**src/rtl/mux_n_reg.sv**
```systemverilog
// N-channel registered multiplexer with direct-select and round-robin scan modes.
// Out-of-range indices produce zero data and raise a sticky-until-next-capture error flag.

module mux_n_reg_lane #(
    parameter int W  = 8,
    parameter int SW = 2,
    parameter int K  = 0
) (
    input  logic [W-1:0]  d,
    input  logic [SW-1:0] idx,
    output logic [W-1:0]  q
);
    assign q = (idx == SW'(K)) ? d : '0;
endmodule

module mux_n_reg #(
    parameter int W  = 8,
    parameter int N  = 4,
    parameter int SW = 2
) (
    input  logic           clk,
    input  logic           rst,
    input  logic [N*W-1:0] D,
    input  logic [SW-1:0]  S,
    input  logic           mode,
    input  logic           en,
    input  logic           load,
    output logic [W-1:0]   Y,
    output logic           Y_valid,
    output logic [SW-1:0]  cur_sel,
    output logic           sel_err
);
    localparam logic [SW:0]   NUM  = (SW+1)'(N);
    localparam logic [SW-1:0] LAST = SW'(N-1);

    logic [SW-1:0]           p;
    logic [SW-1:0]           idx;
    logic [SW-1:0]           nxt;
    logic                    oor;
    logic [N-1:0][W-1:0]     lane_q;
    logic [W-1:0]            sel_data;

    // load overrides the scan pointer for this capture; direct mode always uses S
    assign idx = (mode && !load) ? p : S;
    assign oor = ({1'b0, idx} >= NUM);
    assign nxt = (oor || idx == LAST) ? '0 : idx + 1'b1;

    genvar k;
    generate
        for (k = 0; k < N; k++) begin : g_lane
            mux_n_reg_lane #(.W(W), .SW(SW), .K(k)) u_lane (
                .d   (D[k*W +: W]),
                .idx (idx),
                .q   (lane_q[k])
            );
        end
    endgenerate

    always_comb begin
        sel_data = '0;
        for (int i = 0; i < N; i++)
            sel_data = sel_data | lane_q[i];
    end

    always_ff @(posedge clk) begin
        if (rst) begin
            Y       <= '0;
            Y_valid <= 1'b0;
            cur_sel <= '0;
            sel_err <= 1'b0;
            p       <= '0;
        end else if (en) begin
            Y       <= oor ? '0 : sel_data;
            Y_valid <= 1'b1;
            cur_sel <= idx;
            sel_err <= oor;
            if (mode)
                p <= nxt;
        end else begin
            Y_valid <= 1'b0;
            if (mode && load)
                p <= S;
        end
    end
endmodule

```
**config.mk**
```make
export PLATFORM = sky130hd
export DESIGN_NAME = mux_n_reg
export DESIGN_NICKNAME = d
export VERILOG_FILES = /design/src/rtl/mux_n_reg.sv
export SDC_FILE = /design/constraint.sdc
export NUM_CORES = 1
export LEC_CHECK = 0
export ABC_CLOCK_PERIOD_IN_PS = 2050
export CAP_MARGIN = 30
export CORE_MARGIN = 3
export CORE_UTILIZATION = 31
export CTS_CLUSTER_SIZE = 25
export DETAILED_ROUTE_END_ITERATION = 8
export PLACE_DENSITY = 0.71
export SYNTH_ARGS = -nofsm -noshare
export SYNTH_HDL_FRONTEND = slang
export SYNTH_SLANG_ARGS = --single-unit
```
**constraint.sdc**
```tcl
create_clock -name clk -period 2.05 [get_ports clk]
set_input_delay 0.205 -clock clk [delete_from_list [all_inputs] [get_ports clk]]
set_output_delay 0.205 -clock clk [all_outputs]
set_load 0.01 [all_outputs]
```
==> impl_results.md, run 1 <==
- Outcome: complete, no violations
- H-Tree Depth: 1
- Setup violations, final: 0
- Post-DRT Antenna Nets: 0
- Critical path type: in2reg
- Crit path max-delay family: buffers and inverters
- All-Layer GR Usage: roughly 15%
- Largest net degree at the start of global routing: 23
- Slowest CP cell: clkdlybuf4s50_1
- Via count: ~1000
- DRT Pass-1 Iters: 4
- Post-synth EDFFs: 0
- Wire length per cell: approximately 13 um
- Area after DPL: between 1000 and 1500 sq um
- FFs w/ async S/R, synth: 0%
- Synthesized cell area: between 800 and 900 sq um
- Slowest stage delay, CP: approximately 0.60 ns
- Final period util: between 90% and 100%
- Fmax: about 540 MHz
- DP HPWL: roughly 1.9 mm
- Starting density of the core: between 30% and 40%
- Vias in the first global route: just under 1000
- Max-slew violations: 0
- Slew HR: 60.3%
- Area grow syn2layout: 66.2%
- Pwr dens: 522 nW/um^2
- Crit path cell chain: clkdlybuf4s50_1 > nand2b_4 > mux2i_2 > inv_1 > ha_2 > nor2_1 > a2111oi_0
- Most frequent cells in the layout: 49 x clkdlybuf4s50_1, 21 x nor2_1, 19 x nand2_1
- Syn nets: approximately 150
- Initial DRC count: 15
- Min Hold Slack: 0.487 ns
- Initial antenna violation count: 0
- Share of layout cells above drive strength 1: 7.27%
- I/O Pins: just over 50
- Wirelength, routed: between 2 and 2.5 mm
- Hold Buf Count CTS: 0
- Post-synth top area share: a little under a third
- Max Cap Viol: 0
- Final #Nets: between 200 and 250
- Mapped Avg Cell Area: about 7.4 sq um
- CTS tree: done
- Met2 usage: about 26%
- Crit path buffers/inverters: 2
- Gate Count Post-Synth: ~110
- Synth area leaders: dfxtp_1 31%, mux2i_1 12%, nor2_1 9.4%
- Worst Setup End Kind: flop
- GR Util met1: between 15 and 20%
- Arrival @ worst endpoint: ~2.0 ns
- Post-CTS Setup Bufs: 0
- Ys flop type: dfxtp_1
- Total clock sinks: 13
- Vert. Die Dim: between 50 and 60 um
- VDD IR max: about 0.00037 V
- M3 GR Usage: ~4.5%
- Yosys cell types: 24
- Clock skew: between 0.01 and 0.015 ns
- Min Tclk post-route: between 1.5 and 2 ns
- DRC viols: 0
- Seq/Total Area, Yosys: a little under a third
- Buffers on Ports: 49
- GP Congestion: 0.818
- Crit start category: input pin
- TritonCTS Buffers: 3
- Top Usage Layer GRT: met2
- Row cnt: 18
- Hold Startpoint: cur_sel[1]
- Critical-path maximum fanout: 8
- First-pass GRT wire length: around 4 mm
- Unrepaired setup endpoints after global routing: no
- Clock latency at the later pin of the worst-skew pair: 0.28 ns
- Max Root-Sink Buffers: 2
- CP Launch Point: load
- Final hold violation count: 0
- Die Width: between 50 and 60 um
- Yosys warnings: 0
- Diode count: 0
- Root buffer cell: clkbuf_4
- Post-synth top area cell: dfxtp_1
- Final Cell Area: between 1000 and 1500 sq um
- Worst-margin pin slew: approximately 0.59 ns
- # resized after CTS: 0
- Die area: between 3000 and 4000 sq um
- Core Area: approximately 2500 sq um
- Lkg Pwr: 0.548 nW
- Overflow after GRT: 0
- Setup TNS: 0 ns
- Data required, critical path: ~2.2 ns
- Clock slew seen by the registers of the worst setup and hold paths: 0.09 ns
- Worst min path class: reg2reg
- Commonest non-fill, non-tap cell in the layout: clkdlybuf4s50_1
- Vias/cell: around 5
- Final Util: 55.3%
- RR Startpoint: p[0]
- Synth Register Bits: 13
[where the power goes]
part           internal [mW]  total, mW  switching (mW)
Clock                 0.0753      0.160          0.0842
Sequential             0.280      0.296          0.0160
Combinational          0.159      0.273           0.114
[final cells by class]
class | instances | area (sq um)
Timing Repair Buffer | 54 | 528
Multi-Input combinational cell | 90 | 528
Tap cell | 30 | 37.5
Sequential cell | 13 | 260
Fill cell | 248 | 1130
Inverter | 4 | 15.0
Clock buffer | 4 | 26.3
[sequential cells by signal, summed over array words and instances, names as in the netlist]
| register | cells |
|---|---|
| Y | 8 |
| cur_sel | 2 |
| p | 2 |
| Y_valid | 1 |
[final timing paths]
kind,end,slack [ns],cells past startpoint
setup / recovery,p[1],0.20,7
hold / removal,cur_sel[1],0.49,2
setup reg to reg,Y[1],0.61,7
hold reg to reg,cur_sel[1],0.49,2
[metal layers]
metal / vias to the layer above / wire length [um]
met5: - / 0
met1: 452 / 1020
li1: 504 / -
met2: 46 / 1160
met4: 0 / 14
met3: 2 / 265
[cells in the mapped netlist (2+ instances only)]
library cell and instances:
nor2_1 21, o21ai_1 8, o21ai_0 2, nand3_1 2, a31oi_1 8, a21oi_1 2
inv_1 4, mux2i_1 10, nand2_1 19, a211oi_1 9, dfxtp_1 13, clkbuf_1 4
[logic make-up (layout without fill, tap and decap cells)]
kind of cell,count (synthesis),after routing,share of synthesized area [%]
flip-flops,13,13,31.0
AND/OR/NAND/NOR,45,45,23.1
AO/OA/AOI/OAI,32,32,24.0
multiplexers,11,11,13.6
adder cells (fa/ha/maj),1,1,1.49
buffers and inverters,11,62,6.41
other,1,1,0.447
[worst reg2reg max path, stage by stage, from the launching register on]
cell and delay, ns:
dfxtp_1 0.36, inv_1 0.06, mux2i_1 0.18, ha_2 0.31, nand2_1 0.07, a211oi_1 0.23, a31oi_1 0.07, o21ai_1 0.08
[through the flow]
stage	setup WS (ns)	cells	power, mW
2_1_floorplan	0.458	114	0.423
3_3_place_gp	-0.0333	191	0.569
3_5_place_dp	-0.104	191	0.573
4_1_cts	0.183	195	0.735
5_1_grt	0.0587	195	0.770
6_report	0.199	195	0.728
Note: power is estimated with default switching activity, not from simulation.
==> run 2, diff against run 1 <==
--- a/config.mk
+++ b/config.mk
@@ -9,7 +9,6 @@
 export CAP_MARGIN = 30
 export CORE_MARGIN = 3
 export CORE_UTILIZATION = 31
-export CTS_CLUSTER_SIZE = 25
 export DETAILED_ROUTE_END_ITERATION = 8
 export PLACE_DENSITY = 0.71
 export SYNTH_ARGS = -nofsm -noshare
==> results of run 2 <==
Final layout, timing and power as in run 1 (identical DEF).
